`config.mk`:
```
export PLATFORM = sky130hd
export DESIGN_NAME = data_source_parallel_gen
export DESIGN_NICKNAME = d
export VERILOG_FILES = /design/src/rtl/data_source_pkg.sv /design/src/rtl/data_source_tick_gen.sv /design/src/rtl/data_source_parallel_gen.sv
export SDC_FILE = /design/constraint.sdc
export NUM_CORES = 1
export LEC_CHECK = 0
export ABC_AREA = 1
export BUFFER_PORTS_ARGS = -buffer_cell sky130_fd_sc_hd__clkbuf_2
export CAP_MARGIN = 20
export CORE_MARGIN = 2
export CORE_UTILIZATION = 54
export CTS_CLUSTER_DIAMETER = 30
export DETAILED_ROUTE_END_ITERATION = 10
export PLACE_DENSITY = 0.77
export SYNTH_ARGS = -nofsm -noshare
export SYNTH_HDL_FRONTEND = slang
export SYNTH_SLANG_ARGS = --single-unit
```
`constraint.sdc`:
```
create_clock -name clk -period 3.7 [get_ports clk]
set_input_delay 0.74 -clock clk [delete_from_list [all_inputs] [get_ports clk]]
set_output_delay 0.74 -clock clk [all_outputs]
set_load 0.02 [all_outputs]
```
`src/rtl/data_source_pkg.sv`:
```
// data_source_pkg: shared types and helpers for the parallel ramp data source.
package data_source_pkg;

    // Width of the optional channel tag placed in the top bits of each lane.
    localparam int TAG_W = 8;

    // Top-level control states.
    typedef enum logic [1:0] {
        ST_IDLE = 2'd0,
        ST_RUN  = 2'd1,
        ST_DONE = 2'd2
    } state_e;

    // Number of beats needed to carry num_ch channels over num_lanes lanes.
    function automatic int beats_f(input int num_ch, input int num_lanes);
        return (num_ch + num_lanes - 1) / num_lanes;
    endfunction

endpackage

```
`src/rtl/data_source_tick_gen.sv`:
```
// data_source_tick_gen: sample-period counter producing a one-cycle tick
// every TICK_DIV enabled cycles. The tick fires while the counter is 0, so
// the first tick lands in the first enabled cycle after a clear.
module data_source_tick_gen #(
    parameter int TICK_DIV = 40
) (
    input  logic clk,
    input  logic rst_n,
    input  logic enable,
    input  logic clear,
    output logic tick
);

    localparam int CNT_W = (TICK_DIV > 2) ? $clog2(TICK_DIV) : 1;

    logic [CNT_W-1:0] cnt_q;
    logic [CNT_W-1:0] cnt_d;

    // Next counter value: clear wins, otherwise count 0..TICK_DIV-1 while enabled.
    always_comb begin
        cnt_d = cnt_q;
        if (clear) begin
            cnt_d = '0;
        end else if (enable) begin
            if (cnt_q == CNT_W'(TICK_DIV - 1)) begin
                cnt_d = '0;
            end else begin
                cnt_d = cnt_q + CNT_W'(1);
            end
        end else begin
            cnt_d = cnt_q;
        end
    end

    // Counter register.
    always_ff @(posedge clk or negedge rst_n) begin
        if (!rst_n) begin
            cnt_q <= '0;
        end else begin
            cnt_q <= cnt_d;
        end
    end

    // Tick decode from the registered counter.
    always_comb begin
        tick = enable && (cnt_q == '0);
    end

endmodule

```
`src/rtl/data_source_parallel_gen.sv`:
```
// data_source_parallel_gen: multi-channel ramp test-data source.
// Each sample tick produces one set of NUM_CH values (base + channel) that is
// serialised over NUM_LANES lanes per beat with valid/ready back-pressure.
// Optional build macro DATA_SOURCE_TAG_EN: the top TAG_W bits of every valid
// lane carry channel index + 1 (needs DATA_WIDTH >= 16).
module data_source_parallel_gen
    import data_source_pkg::*;
#(
    parameter int DATA_WIDTH = 32,
    parameter int NUM_CH     = 10,
    parameter int NUM_LANES  = 2,
    parameter int START      = -512,
    parameter int END        = 512,
    parameter int STRIDE     = 1,
    parameter int TICK_DIV   = 40,
    parameter int REPEAT     = 1
) (
    input  logic                            clk,
    input  logic                            rst_n,
    input  logic                            trigger,
    input  logic                            out_ready,
    output logic                            out_valid,
    output logic [NUM_LANES*DATA_WIDTH-1:0] out_data,
    output logic [NUM_LANES-1:0]            out_lane_valid,
    output logic                            out_sof,
    output logic                            out_eof,
    output logic                            busy,
    output logic                            done,
    output logic                            overrun
);

    localparam int BEATS  = beats_f(NUM_CH, NUM_LANES);
    localparam int BEAT_W = (BEATS > 1) ? $clog2(BEATS) : 1;

    localparam logic [DATA_WIDTH-1:0]     START_V  = DATA_WIDTH'(START);
    localparam logic signed [DATA_WIDTH:0] END_W    = (DATA_WIDTH + 1)'(END);
    localparam logic signed [DATA_WIDTH:0] STRIDE_W = (DATA_WIDTH + 1)'(STRIDE);

    state_e                          state_q, state_d;
    logic                            trig_prev_q, trig_prev_d;
    logic [DATA_WIDTH-1:0]           base_q, base_d;
    logic                            final_q, final_d;
    logic                            overrun_q, overrun_d;
    logic                            valid_q, valid_d;
    logic [DATA_WIDTH-1:0]           ser_base_q, ser_base_d;
    logic [BEAT_W-1:0]               beat_q, beat_d;
    logic [NUM_LANES*DATA_WIDTH-1:0] data_q, data_d;
    logic [NUM_LANES-1:0]            lane_valid_q, lane_valid_d;
    logic                            sof_q, sof_d;
    logic                            eof_q, eof_d;

    logic                            trig_rise_s;
    logic                            start_s;
    logic                            xfer_s;
    logic                            last_xfer_s;
    logic                            ser_free_s;
    logic                            tick_en_s;
    logic                            tick_s;
    logic                            load_s;
    logic                            drop_s;
    logic signed [DATA_WIDTH:0]      base_step_s;
    logic                            range_end_s;
    logic                            busy_s;
    logic                            done_s;

    // Handshake, trigger edge and tick qualification.
    always_comb begin
        trig_prev_d = trigger;
        trig_rise_s = trigger && !trig_prev_q;
        start_s     = trig_rise_s && (state_q != ST_RUN);
        xfer_s      = valid_q && out_ready;
        last_xfer_s = xfer_s && eof_q;
        ser_free_s  = !valid_q || last_xfer_s;
        tick_en_s   = (state_q == ST_RUN) && !final_q;
        load_s      = tick_s && ser_free_s;
        drop_s      = tick_s && !ser_free_s;
        base_step_s = $signed({base_q[DATA_WIDTH-1], base_q}) + STRIDE_W;
        range_end_s = (base_step_s > END_W);
    end

    data_source_tick_gen #(
        .TICK_DIV(TICK_DIV)
    ) u_tick_gen (
        .clk    (clk),
        .rst_n  (rst_n),
        .enable (tick_en_s),
        .clear  (start_s),
        .tick   (tick_s)
    );

    // Base advance on every tick (loaded or dropped), end-of-range handling, sticky overrun.
    always_comb begin
        base_d    = base_q;
        final_d   = final_q;
        overrun_d = overrun_q | drop_s;
        if (start_s) begin
            base_d  = START_V;
            final_d = 1'b0;
        end else if (tick_s) begin
            if (!range_end_s) begin
                base_d = base_step_s[DATA_WIDTH-1:0];
            end else if (REPEAT != 0) begin
                base_d = START_V;
            end else begin
                base_d  = base_q;
                final_d = 1'b1;
            end
        end else begin
            base_d = base_q;
        end
    end

    // Serialiser: load a new set on a tick when free, otherwise step beats on transfer.
    always_comb begin
        valid_d    = valid_q;
        ser_base_d = ser_base_q;
        beat_d     = beat_q;
        if (load_s) begin
            valid_d    = 1'b1;
            ser_base_d = base_q;
            beat_d     = '0;
        end else if (xfer_s) begin
            if (eof_q) begin
                valid_d = 1'b0;
                beat_d  = '0;
            end else begin
                beat_d = beat_q + BEAT_W'(1);
            end
        end else begin
            valid_d = valid_q;
        end
    end

    // Beat formatting from the next serialiser state; a stalled beat recomputes identically.
    always_comb begin : fmt_lanes
        int                    ch;
        logic [DATA_WIDTH-1:0] val;
        ch           = 0;
        val          = '0;
        data_d       = '0;
        lane_valid_d = '0;
        sof_d        = 1'b0;
        eof_d        = 1'b0;
        if (valid_d) begin
            sof_d = (beat_d == '0);
            eof_d = (beat_d == BEAT_W'(BEATS - 1));
            for (int l = 0; l < NUM_LANES; l++) begin
                ch = int'(beat_d) * NUM_LANES + l;
                if (ch < NUM_CH) begin
                    val = ser_base_d + DATA_WIDTH'(ch);
`ifdef DATA_SOURCE_TAG_EN
                    val[DATA_WIDTH-1 -: TAG_W] = TAG_W'(ch + 1);
`endif
                    data_d[l*DATA_WIDTH +: DATA_WIDTH] = val;
                    lane_valid_d[l]                    = 1'b1;
                end else begin
                    data_d[l*DATA_WIDTH +: DATA_WIDTH] = '0;
                    lane_valid_d[l]                    = 1'b0;
                end
            end
        end else begin
            data_d = '0;
        end
    end

    // FSM state register.
    always_ff @(posedge clk or negedge rst_n) begin
        if (!rst_n) begin
            state_q <= ST_IDLE;
        end else begin
            state_q <= state_d;
        end
    end

    // FSM next state: single pass ends once the last loaded set has drained.
    always_comb begin
        state_d = state_q;
        case (state_q)
            ST_IDLE: begin
                if (start_s) state_d = ST_RUN;
                else         state_d = ST_IDLE;
            end
            ST_RUN: begin
                if (final_q && ser_free_s) state_d = ST_DONE;
                else                       state_d = ST_RUN;
            end
            ST_DONE: begin
                if (start_s) state_d = ST_RUN;
                else         state_d = ST_DONE;
            end
            default: state_d = ST_IDLE;
        endcase
    end

    // FSM outputs decoded from the state register.
    always_comb begin
        busy_s = 1'b0;
        done_s = 1'b0;
        case (state_q)
            ST_RUN:  busy_s = 1'b1;
            ST_DONE: done_s = 1'b1;
            default: begin
                busy_s = 1'b0;
                done_s = 1'b0;
            end
        endcase
    end

    // Datapath registers; trigger history resets high so a held trigger does not start.
    always_ff @(posedge clk or negedge rst_n) begin
        if (!rst_n) begin
            trig_prev_q  <= 1'b1;
            base_q       <= START_V;
            final_q      <= 1'b0;
            overrun_q    <= 1'b0;
            valid_q      <= 1'b0;
            ser_base_q   <= '0;
            beat_q       <= '0;
            data_q       <= '0;
            lane_valid_q <= '0;
            sof_q        <= 1'b0;
            eof_q        <= 1'b0;
        end else begin
            trig_prev_q  <= trig_prev_d;
            base_q       <= base_d;
            final_q      <= final_d;
            overrun_q    <= overrun_d;
            valid_q      <= valid_d;
            ser_base_q   <= ser_base_d;
            beat_q       <= beat_d;
            data_q       <= data_d;
            lane_valid_q <= lane_valid_d;
            sof_q        <= sof_d;
            eof_q        <= eof_d;
        end
    end

    assign out_valid      = valid_q;
    assign out_data       = data_q;
    assign out_lane_valid = lane_valid_q;
    assign out_sof        = sof_q;
    assign out_eof        = eof_q;
    assign busy           = busy_s;
    assign done           = done_s;
    assign overrun        = overrun_q;

endmodule

```
==> impl_results.md <==
* Max Cap Viol at 0
* #FFs+latches synth at 146
* Most frequent cells in the layout: 342 x nand2_1, 230 x nor2_1, 123 x inv_1
* Area leader, netlist: dfrtp_1
* CTS tree: built
* Vias in the first global route at around 7000
* Cts hold-fix bufs at 0
* Share of the yosys chip area belonging to registers at a little under half
* Finish-stage setup viols at 0
* Max Transition Viols Final at 0
* Antenna-violating nets left at 0
* Core area at between 10000 and 15000 um^2
* Max-slew headroom at 43.69%
* GP Congestion at about 0.98
* CP dominant cell by count: nand2_1
* Die Area at roughly 16000 um^2
* Initial antenna violation count at 0
* Rows at 44
* # IOs at 76
* Top-area cell type share of the netlist area at a little under two fifths
* Area Growth Syn to Fin at 14.73%
* H-Tree Depth at 4
* Global route total overflow at 0
* RR Endpoint: out_data[19]
* Vias per inst at between 5 and 6
* VDD IR max at approximately 0.00055 V
* TritonRoute pass-1 iters at 6
* Clk Latency, worst-skew pair at around 440 ps
* Shortest period the worst path allows at roughly 3400 ps
* Largest delay contributor family on the critical path: simple AND/OR/NAND/NOR gates
* Worst slew pin tran at ~840 ps
* CTS clk-pin slew, worst paths at 60 ps
* Clk buf depth at 2
* Worst Setup EP: out_data[19]
* Diode count at 0
* Achievable frequency at just under 300 MHz
* PwrDens at roughly 950 nW/um^2
* DR vias at about 7300
* Mapped Area at between 8000 and 9000 um^2
* Max stage delay on crit path at 430 ps
* Initial DRC count at approximately 650
* Post-CTS Setup Inserts at 0
* Wire per inst at 14.18 um
* Final worst path period share at roughly 93%
* Buf/Inv on CP at 3
* Hold WS at approximately 290 ps
* Critical path arrival at between 3000 and 4000 ps
* Flop-to-flop setup slack at 260 ps
* Worst hold path type: input port to async pin
* Share of post-route cells with drive strength above 1 at 14.85%
* PortBufs at 75
* CTS Buf Count at 17
* CP max-delay cell: dfrtp_1
* Lkg Pwr at about 4.8 nW
* Post-Syn Instances at approximately 1100
* Dpl hpwl at between 10000 and 15000 um
* Commonest non-fill, non-tap cell in the layout: nand2_1
* Die width at between 100 and 150 um
* Global-route total usage across every layer at about a quarter
* Syn avg cell area at roughly 7.1 um^2
* Path length in cells of the critical path at 19
* Pin count of the biggest net entering global routing at between 60 and 70
* Total Nets Final at about 1200
* Setup TNS at 0 ps
* Die height at between 100 and 150 um
* Clk sinks at approximately 150
* Syn nets at about 1100
* Worst path required time at ~4100 ps
* Post-synth cell types at 36
* Reg2Reg Depth at 19
* DRC Markers at 0
* Root Buffer: clkbuf_16
* RR Startpoint: u_tick_gen.cnt_q[0]
* Final Skew at ~12 ps
* Global-route wire length before repair at 33510 um
* CTS-repair resized insts at 0
* CP Capture Type: flip-flop
* Number of synthesis warnings at 0
* Initial core utilization at 55.23%
* Total Wirelength at about 20000 um
* Number of non-filler instances in the completed layout at about 1400
* Status: finished, final reports clean
* Critical path type: flip-flop to flip-flop
* Final hold violation count at 0
* Cells after DPL at approximately 1400
* RSZ-0062 raised after global routing: no
* Main area contributors after synthesis: dfrtp_1 38%, nand2_1 16%, nor2_1 11%
* CP cell instances: inv_1, ha_1, nand3_1, nor3_4, nand2_4, o21ai_0, ha_1, inv_1, fa_1, or2_2, nand2_1, nand2_2, nor2_2, nand2_2, inv_2, nand3_1, nand2_1, nand2_1, nor2_1
* Critical Path Start: u_tick_gen.cnt_q[0]
* CP startpoint kind: flip-flop
* Crit Path Max Fanout at 10
==> how the worst min path moves through the flow <==
stage,slack (ps),cells after the start,startpoint,endpoint
after floorplan,440,0,rst_n,base_q[0]
after global placement,460,1,u_tick_gen.cnt_q[4],u_tick_gen.cnt_q[4]
after detailed placement,470,1,u_tick_gen.cnt_q[4],u_tick_gen.cnt_q[4]
after CTS,310,1,rst_n,u_tick_gen.cnt_q[2]
after global routing,350,1,rst_n,u_tick_gen.cnt_q[1]
final,290,1,rst_n,u_tick_gen.cnt_q[1]
==> routing by layer <==
layer / global-route usage, % / share of wire, % / vias up
met5: 0 / 0 / -
met4: 10.92 / 3.1 / 0
met3: 5.862 / 7.0 / 41
met2: 40.86 / 45 / 279
met1: 35.55 / 45 / 3337
li1: - / - / 3662
==> cells by family (layout without fill, tap and decap cells) <==
group | Yosys count | in the layout | share of synthesized area (%)
flip-flops | 146 | 146 | 45.89
XOR/XNOR | 19 | 19 | 2.073
buffers and inverters | 150 | 243 | 7.512
adder cells (fa/ha/maj) | 10 | 10 | 1.746
AND/OR/NAND/NOR | 694 | 694 | 35.44
AO/OA/AOI/OAI | 107 | 107 | 7.341
==> cell usage after synthesis, drive strengths merged <==
library cell / count
dfrtp: 122
o21bai: 2
a31oi: 1
nor2: 246
ha: 8
o22ai: 3
nand4: 7
and2: 1
buf: 12
a21oi: 47
nand3b: 5
xor2: 19
inv: 126
nand3: 74
nand2: 349
o21ai: 53
clkbuf: 12
dfstp: 24
and3: 1
o31ai: 1
nor3: 9
nor3b: 1
or2: 1
fa: 2
==> state kept, by name, indices dropped and copies added, names as in the netlist <==
register / count
base_q: 32
beat_q: 3
out_data: 64
out_eof: 1
out_lane_valid: 2
out_sof: 1
out_valid: 1
overrun: 1
ser_base_q: 32
state_q: 2
trig_prev_q: 1
u_tick_gen.cnt_q: 6
==> report_power, final <==
part	total [mW]	internal, mW	switching (mW)	leakage (nW)
clock	1.71	1.02	0.689	0.269
combinational	4.29	1.27	3.02	2.73
sequential	2.73	2.31	0.427	1.82
total	8.74	4.60	4.14	4.82
==> per-stage QoR <==
step | setup slack [ps] | cell area [um^2] | utilization, % | total power [mW]
floorplan | 91.62 | 8028 | - | 5.762
global placement | 211.3 | 8621 | 59.31 | 6.865
detailed placement | 64.91 | 8621 | 59.31 | 6.962
CTS | 175.3 | 9206 | 63.34 | 8.701
global route | 29.39 | 9210 | 63.37 | 9.448
finish | 256.9 | 9210 | 63.37 | 8.736
==> cell type report <==
class	count	area, um^2
Sequential cell	146	3684
Tap cell	184	230.2
Inverter	126	473.0
Clock buffer	19	452.9
Clock inverter	12	132.6
Fill cell	1267	5324
Timing Repair Buffer	86	493.0
Multi-Input combinational cell	830	3745
No activity file was read; power rests on OpenSTA's default activity.
